===== config.mk =====
export PLATFORM = sky130hd
export DESIGN_NAME = reset_sequencer
export DESIGN_NICKNAME = d
export VERILOG_FILES = /design/src/rtl/reset_seq_pkg.sv /design/src/rtl/reset_sequencer_sync_2ff.sv /design/src/rtl/reset_sequencer.sv
export SDC_FILE = /design/constraint.sdc
export NUM_CORES = 1
export LEC_CHECK = 0
export ABC_AREA = 1
export CORE_UTILIZATION = 55
export DETAILED_ROUTE_END_ITERATION = 8
export PLACE_DENSITY_LB_ADDON = 0.1
export RECOVER_POWER = 50
export SYNTH_ARGS = -nofsm -noshare
export SYNTH_HDL_FRONTEND = slang
export SYNTH_SLANG_ARGS = --single-unit

===== constraint.sdc =====
create_clock -name clk -period 2.7 [get_ports clk]
set_input_delay 0.81 -clock clk [delete_from_list [all_inputs] [get_ports clk]]
set_output_delay 0.81 -clock clk [all_outputs]
set_load 0.01 [all_outputs]

===== src/rtl/reset_seq_pkg.sv =====
// Shared types and sizing helpers for the reset sequencer.
// The state encoding and counter-width helpers are defined once here for all sequencer files.
package reset_seq_pkg;

    typedef enum logic [1:0] {
        HOLD      = 2'd0,
        WAIT_LOCK = 2'd1,
        RELEASE   = 2'd2,
        RUN       = 2'd3
    } state_t;

    // Bits needed to hold values 0..max_val inclusive.
    function automatic int cnt_width(input int max_val);
        return (max_val < 1) ? 1 : $clog2(max_val + 1);
    endfunction

    function automatic int max3(input int a, input int b, input int c);
        int m;
        m = (a > b) ? a : b;
        return (m > c) ? m : c;
    endfunction

endpackage


===== src/rtl/reset_sequencer_sync_2ff.sv =====
// Two-flop synchronizer for a single asynchronous level.
// The reset value is a parameter so each input can default to its safe level.
module sync_2ff #(
    parameter logic RST_VAL = 1'b0
) (
    input  logic clk,
    input  logic rst,
    input  logic d,
    output logic q
);

    logic meta_r;
    logic sync_r;

    // capture the asynchronous input through two flops
    always_ff @(posedge clk) begin
        if (rst) begin
            meta_r <= RST_VAL;
            sync_r <= RST_VAL;
        end else begin
            meta_r <= d;
            sync_r <= meta_r;
        end
    end

    assign q = sync_r;

endmodule


===== src/rtl/reset_sequencer.sv =====
// Conditions a reset request and PLL lock into a clean reset, then releases
// N_STAGES downstream reset domains one at a time and flags ready when all are out.
module reset_sequencer
    import reset_seq_pkg::*;
#(
    parameter int N_STAGES  = 3,
    parameter int MIN_HOLD  = 16,
    parameter int STAGE_GAP = 4,
    parameter int DEBOUNCE  = 8
) (
    input  logic                clk,
    input  logic                rst,
    input  logic                rst_req,
    input  logic                pll_locked,
    output logic [N_STAGES-1:0] rst_out,
    output logic                ready
);

    localparam int CW = cnt_width(max3(MIN_HOLD, STAGE_GAP, DEBOUNCE));
    localparam int IW = cnt_width(N_STAGES);

    localparam logic [CW-1:0]       MIN_HOLD_C = CW'(MIN_HOLD);
    localparam logic [CW-1:0]       GAP_LAST_C = CW'(STAGE_GAP - 1);
    localparam logic [CW-1:0]       DEBOUNCE_C = CW'(DEBOUNCE);
    localparam logic [CW-1:0]       CNT_ONE_C  = CW'(1);
    localparam logic [IW-1:0]       IDX_LAST_C = IW'(N_STAGES - 1);
    localparam logic [IW-1:0]       IDX_ONE_C  = IW'(1);
    localparam logic [N_STAGES-1:0] ALL_ONES_C = {N_STAGES{1'b1}};
    localparam logic [N_STAGES-1:0] BIT0_C     = N_STAGES'(1'b1);

    logic req_s;
    logic lock_s;
    logic req_active_s;
    logic abort_s;

    state_t              state_r,   state_nxt_s;
    logic [CW-1:0]       hold_cnt_r, hold_cnt_nxt_s;
    logic [CW-1:0]       gap_cnt_r,  gap_cnt_nxt_s;
    logic [CW-1:0]       deb_cnt_r;
    logic [IW-1:0]       idx_r,      idx_nxt_s;
    logic [N_STAGES-1:0] rst_out_r,  rst_out_nxt_s;
    logic                ready_r,    ready_nxt_s;

    // The request defaults to asserted and lock to absent so reset holds through power-up.
    sync_2ff #(.RST_VAL(1'b1)) u_sync_req (
        .clk (clk),
        .rst (rst),
        .d   (rst_req),
        .q   (req_s)
    );

    sync_2ff #(.RST_VAL(1'b0)) u_sync_lock (
        .clk (clk),
        .rst (rst),
        .d   (pll_locked),
        .q   (lock_s)
    );

    // debounce: any synchronized request restarts the quiet-time count
    always_ff @(posedge clk) begin
        if (rst) begin
            deb_cnt_r <= '0;
        end else if (req_s) begin
            deb_cnt_r <= '0;
        end else if (deb_cnt_r != DEBOUNCE_C) begin
            deb_cnt_r <= deb_cnt_r + CNT_ONE_C;
        end else begin
            deb_cnt_r <= deb_cnt_r;
        end
    end

    assign req_active_s = (deb_cnt_r != DEBOUNCE_C);
    assign abort_s      = req_active_s || !lock_s;

    // state and registered outputs
    always_ff @(posedge clk) begin
        if (rst) begin
            state_r    <= HOLD;
            hold_cnt_r <= '0;
            gap_cnt_r  <= '0;
            idx_r      <= '0;
            rst_out_r  <= ALL_ONES_C;
            ready_r    <= 1'b0;
        end else begin
            state_r    <= state_nxt_s;
            hold_cnt_r <= hold_cnt_nxt_s;
            gap_cnt_r  <= gap_cnt_nxt_s;
            idx_r      <= idx_nxt_s;
            rst_out_r  <= rst_out_nxt_s;
            ready_r    <= ready_nxt_s;
        end
    end

    // next-state selection; abort always wins over a release step
    always_comb begin
        state_nxt_s = state_r;
        case (state_r)
            HOLD: begin
                if ((hold_cnt_r == MIN_HOLD_C) && !req_active_s) begin
                    state_nxt_s = WAIT_LOCK;
                end else begin
                    state_nxt_s = HOLD;
                end
            end
            // Absent lock is what this state waits for, so only a request aborts here.
            WAIT_LOCK: begin
                if (req_active_s) begin
                    state_nxt_s = HOLD;
                end else if (lock_s) begin
                    state_nxt_s = RELEASE;
                end else begin
                    state_nxt_s = WAIT_LOCK;
                end
            end
            RELEASE: begin
                if (abort_s) begin
                    state_nxt_s = HOLD;
                end else if ((gap_cnt_r == GAP_LAST_C) && (idx_r == IDX_LAST_C)) begin
                    state_nxt_s = RUN;
                end else begin
                    state_nxt_s = RELEASE;
                end
            end
            RUN: begin
                if (abort_s) begin
                    state_nxt_s = HOLD;
                end else begin
                    state_nxt_s = RUN;
                end
            end
            default: begin
                state_nxt_s = HOLD;
            end
        endcase
    end

    // next values of counters and outputs
    always_comb begin
        hold_cnt_nxt_s = hold_cnt_r;
        gap_cnt_nxt_s  = gap_cnt_r;
        idx_nxt_s      = idx_r;
        rst_out_nxt_s  = rst_out_r;
        ready_nxt_s    = ready_r;
        case (state_r)
            HOLD: begin
                rst_out_nxt_s = ALL_ONES_C;
                ready_nxt_s   = 1'b0;
                gap_cnt_nxt_s = '0;
                idx_nxt_s     = '0;
                if (hold_cnt_r != MIN_HOLD_C) begin
                    hold_cnt_nxt_s = hold_cnt_r + CNT_ONE_C;
                end else begin
                    hold_cnt_nxt_s = hold_cnt_r;
                end
            end
            WAIT_LOCK: begin
                if (req_active_s) begin
                    rst_out_nxt_s  = ALL_ONES_C;
                    ready_nxt_s    = 1'b0;
                    hold_cnt_nxt_s = '0;
                end else if (lock_s) begin
                    gap_cnt_nxt_s = '0;
                    idx_nxt_s     = '0;
                end else begin
                    gap_cnt_nxt_s = gap_cnt_r;
                end
            end
            RELEASE: begin
                if (abort_s) begin
                    rst_out_nxt_s  = ALL_ONES_C;
                    ready_nxt_s    = 1'b0;
                    hold_cnt_nxt_s = '0;
                end else if (gap_cnt_r == GAP_LAST_C) begin
                    rst_out_nxt_s = rst_out_r & ~(BIT0_C << idx_r);
                    ready_nxt_s   = (idx_r == IDX_LAST_C);
                    idx_nxt_s     = idx_r + IDX_ONE_C;
                    gap_cnt_nxt_s = '0;
                end else begin
                    gap_cnt_nxt_s = gap_cnt_r + CNT_ONE_C;
                end
            end
            RUN: begin
                if (abort_s) begin
                    rst_out_nxt_s  = ALL_ONES_C;
                    ready_nxt_s    = 1'b0;
                    hold_cnt_nxt_s = '0;
                end else begin
                    ready_nxt_s = ready_r;
                end
            end
            default: begin
                rst_out_nxt_s  = ALL_ONES_C;
                ready_nxt_s    = 1'b0;
                hold_cnt_nxt_s = '0;
            end
        endcase
    end

    assign rst_out = rst_out_r;
    assign ready   = ready_r;

endmodule


## Word-level counts from Yosys, hierarchy flattened

Index checks and enable logic that the tools add are counted.

| word-level totals | value |
|---|---|
| bits in writable memories | 0 |
| output and inout bits | 4 |
| memories kept | 0 |
| bits in latches | 0 |
| word-level logic and storage cells | 79 |
| memory bits (read-only) | 0 |
| input port bits | 4 |
| register bits after elaboration | 27 |

| operators by class | value |
|---|---|
| equality and inequality tests | 17 |
| multipliers | 0 |
| bitwise gates (word level) | 2 |
| shift-type cells | 1 |
| reduce and logical (&&, ||, !) cells | 13 |
| mux-type cells | 31 |
| div/mod/pow operators | 0 |
| magnitude comparators | 0 |
| add/sub/neg operators | 4 |

Operators with widths:

| operator | number |
|---|---|
| $mux 5 | 7 |
| $pmux 5 s3 | 2 |
| $mux 2 | 8 |
| $add 5x1->5 const B | 3 |
| $mux 3 | 4 |
| $ne 2x2->1 const B | 6 |
| $pmux 3 s4 | 1 |
| $pmux 2 s4 | 1 |
| $eq 2x2->1 const B | 3 |
| $mux 1 | 6 |
| $pmux 2 s3 | 1 |
| $reduce_and 3->1 | 2 |
| $eq 5x2->1 const B | 1 |
| $eq 5x5->1 const B | 1 |
| $ne 5x4->1 const B | 1 |
| $ne 5x5->1 const B | 1 |
| $reduce_and 5->1 | 1 |
| $ne 2x1->1 const B | 2 |
| $pmux 1 s4 | 1 |
| $reduce_and 4->1 | 1 |
| $reduce_or 2->1 | 2 |
| $and 3x3->3 | 1 |
| $ne 3x3->1 const B | 1 |
| $not 3->3 | 1 |
| other kinds (8) | 10 |

## Logic depth before layout (Yosys ltp)

| depth | value |
|---|---|
| depth in word-level cells | 6 |
| depth in mapped cells | 11 |
| depth with buffers taken out | 11 |

## By module

A second synthesis with hierarchy kept.

| unflattened totals | value |
|---|---|
| cell total of the unflattened synthesis | 192 |
| area, all modules | 1407.6 um^2 |

By module, submodules not included:

| module | area each (um^2) | cells each | times used |
|---|---|---|---|
| reset_sequencer | 1293.7 | 179 | 1 |
| sync_2ff (u_sync_req) | 58.8 | 7 | 1 |
| sync_2ff (u_sync_lock) | 55.1 | 6 | 1 |

## Least setup slack after synthesis

Ideal clock, no wire load.

| timing path | value |
|---|---|
| path type | input-to-reg |
| from | in rst |
| to | reg u_sync_req.sync_r, in the netlist u_sync_req.q |
| slack | 1307 ps |
| buffers on the path | 1 |
| data arrival time | 1270 ps |
| cell stages on the path | 2 |
| required time | 2577 ps |
| cell sequence | clkbuf_1 -> or2_2 |

RTL lines:

| item | RTL line | text |
|---|---|---|
| start: declaration | reset_sequencer.sv:12 | `input logic rst,` |
| end signal: assignment | reset_sequencer_sync_2ff.sv:22 | `sync_r <= meta_r;` |
| end: declaration | reset_sequencer_sync_2ff.sv:13 | `logic sync_r;` |

No word-level cell between the ends.

## Worst setup path in the final report

| timing path | value |
|---|---|
| from | reg rst_out_r[0], in the netlist rst_out[0] |
| to | out rst_out[0] |

RTL lines:

| item | RTL line | text |
|---|---|---|
| start: declaration | reset_sequencer.sv:41 | `logic [N_STAGES-1:0] rst_out_r, rst_out_nxt_s;` |
| start signal: assignment | reset_sequencer.sv:89 | `rst_out_r <= rst_out_nxt_s;` |
| end: declaration | reset_sequencer.sv:15 | `output logic [N_STAGES-1:0] rst_out,` |

No word-level cell between the ends.

==> impl_metrics.yaml <==
worst_setup_path:
  end_kind: "output port"
  cp_slowest_cell: "clkdlybuf4s50_1"
  cp_data_required_time_ps: 1890
  reg2reg_to: "hold_cnt_r[4]"
  critPathTopFamily: "buffers and inverters"
  crit_path_max_incr_delay_ps: 550
  crit_type: "register to output port"
  cp_data_arrival_time_ps: 1260
  r2r-start: "deb_cnt_r[0]"
  path_buf_inv: 1
  rr_worst_depth: 9
  crit_chain: "clkdlybuf4s50_1"
  start_kind: "register"
  reg2reg_slack_ps: 1190
  worst-path-max-fanout: 3
final_layout:
  instances_no_fill: 235
  fin_area_sq_um: 1560
  final_common_cell: "nand2_1"
  layout-drive-gt1-share_pct: 11.2
  layout_common_cells: "nand2_1 (32), dfxtp_1 (27), inv_1 (26), nor2_1 (26), nand3_1 (17)"
  finalNetCount: 218
  antenna_cells: 0
  area_growth_pct: 9.40
pwr:
  p_switching_mw: 0.142
  finalPower_mw: 0.619
  power.leakage_nw: 0.708
  p_comb_share_pct: 4.7
  power_density_nw_per_um2: 397
  swShare_pct: 22.9
  seqPwrFrac_pct: 66.5
  internal_power_mw: 0.477
  ir_drop_uv: 328
  clock_power_share_pct: 28.8
timing:
  post-route-min-period_ps: 2070
  skew_ps: 2.80
  hold_violations: 0
  worst_pin_slew_ps: 468
  finalSetupTns_ps: 0
  setup_ws_ps: 627
  relSlewSlack_pct: 68.8
  slew_viol_final: 0
  max_freq_mhz: 482
  setup_viol: 0
  post-route-period-util_pct: 76.8
  rsz0062_at_grt: "no"
clock_network:
  clockBufferDepth: 2
  post_cts_buffers: 0
  cts-root-buf: "clkbuf_4"
  holdBufCountCts: 0
  htree_levels: 1
  cts_tree: "done"
  cts_sinks: 27
  path_clk_slew_ps: 140
  clock_latency_ps: 330
  numCtsBuffers: 3
  cts_resized: 0
place:
  dpl_cell_area_sq_um: 1540
  numPlacedInstances: 231
  io_buffers: 7
  hpwl_mm: 1.97
  gp_congestion: 0.821
  place_ws_ps: 794
routing:
  drtAntennaViolNets: 0
  first_pass_iters: 4
  vias: 1196
  wl_mm: 2.57
  drt_iter0_drc: 37
  drcViolationCount: 0
  routed_via_density: 5.09
  post_drt_wl_per_cell_um: 10.9
logic_synthesis:
  yosysWarnings: 0
  synth.distinct_cells: 25
  syn_nets: 206
  ys_seq_area_share_pct: 38.0
  synth.avg_cell_area_sq_um: 7.34
  yosys_register_bits: 27
  synthCells: 194
  synth_area_sq_um: 1420
global_routing:
  grt_first_pass_wirelength_mm: 4.24
  grt_usage_pct: 20.8
  gr-usage-met2_pct: 35.9
  antenna_found_initial: 0
  met1_usage_pct: 26.0
  grt_max_degree: 15
  gr-usage-met3_pct: 2.59
  grt_pass1_vias: 1031
  top_usage_layer: "met2"
  grt_remaining_overflow: 0
floorplan:
  core_area_sq_um: 2450
  dieArea_sq_um: 2800
  ios: 8
  initial_core_util_pct: 58.0
  fp.dieW_um: 52.9
  die_y_um: 52.9
  rows: 18
worst_hold_path:
  holdPathStages: 2
  hp-class: "register to register"
  worstHoldEndpoint: "u_sync_lock.q"
  min_from: "u_sync_lock.meta_r"
run:
  drv_cap: 0
run_status:
  outcome: "completed"
[metal layers]
metal / up-vias / wire, um
met5: - / 0
met4: 0 / 43
li1: 643 / -
met2: 19 / 1230
met1: 529 / 1200
met3: 5 / 92
[metrics by stage]
step / utilization [%] / hold WS, ps
after CTS: 63.6 / 416
after global placement: 62.5 / 394
after detailed placement: 62.5 / 395
after floorplan: - / 388
after global routing: 63.5 / 429
final: 63.5 / 415
[worst max-delay path by stage]
stage                     startpoint      endpoint  slack (ps)  cells after the start
after floorplan                  rst  u_sync_req.q        1310                      2
after global placement           rst  gap_cnt_r[2]         850                      6
after detailed placement         rst  gap_cnt_r[1]         790                      4
after CTS                 rst_out[0]    rst_out[0]         620                      1
after global routing      rst_out[1]    rst_out[1]         570                      1
final                     rst_out[0]    rst_out[0]         630                      1
[power by group through the flow]
stage               registers, mW  clock network (mW)  logic, mW
floorplan                   0.419                   0     0.0187
finish                      0.412               0.178     0.0290
global route                0.413               0.197     0.0335
CTS                         0.411               0.184     0.0305
global placement            0.420                   0     0.0276
detailed placement          0.420                   0     0.0304
[cell type report]
type	count	area, sq um
Tap cell	30	37.5
Timing Repair Buffer	8	73.8
Inverter	30	113
Fill cell	221	897
Sequential cell	27	541
Multi-Input combinational cell	136	767
Clock buffer	4	26.3
[Yosys cell counts, drive strengths merged]
master / n / area (sq um)
a21oi: 13 / 65.1
and3: 1 / 6.26
clkbuf: 1 / 3.75
dfxtp: 27 / 541
ha: 8 / 100
inv: 30 / 113
nand2: 37 / 161
nand3: 22 / 143
nand3b: 1 / 7.51
nand4: 2 / 12.5
nor2: 28 / 120
nor3: 5 / 25.0
o211ai: 3 / 22.5
o21ai: 6 / 30.0
o21bai: 1 / 7.51
or2: 5 / 31.3
xnor2: 2 / 17.5
xor2: 2 / 17.5
[cells by family after synthesis]
family	Yosys count	synth area share, %
xor gates and xnor gates	4	2.46
and+or+nand+nor	101	35.6
adders and majority gates	8	7.03
AOI/OAI and AO/OA	23	8.79
buffers and inverters	31	8.17
DFF	27	38.0
[sequential cells by signal, summed over array words and instances, names as in the netlist]
| name | count |
|---|---|
| u_sync_lock.q | 1 |
| rst_out | 3 |
| hold_cnt_r | 5 |
| u_sync_lock.meta_r | 1 |
| u_sync_req.meta_r | 1 |
| gap_cnt_r | 5 |
| idx_r | 2 |
| state_r | 2 |
| deb_cnt_r | 5 |
| u_sync_req.q | 1 |
| ready | 1 |
No activity file was read; power rests on OpenSTA's default activity.
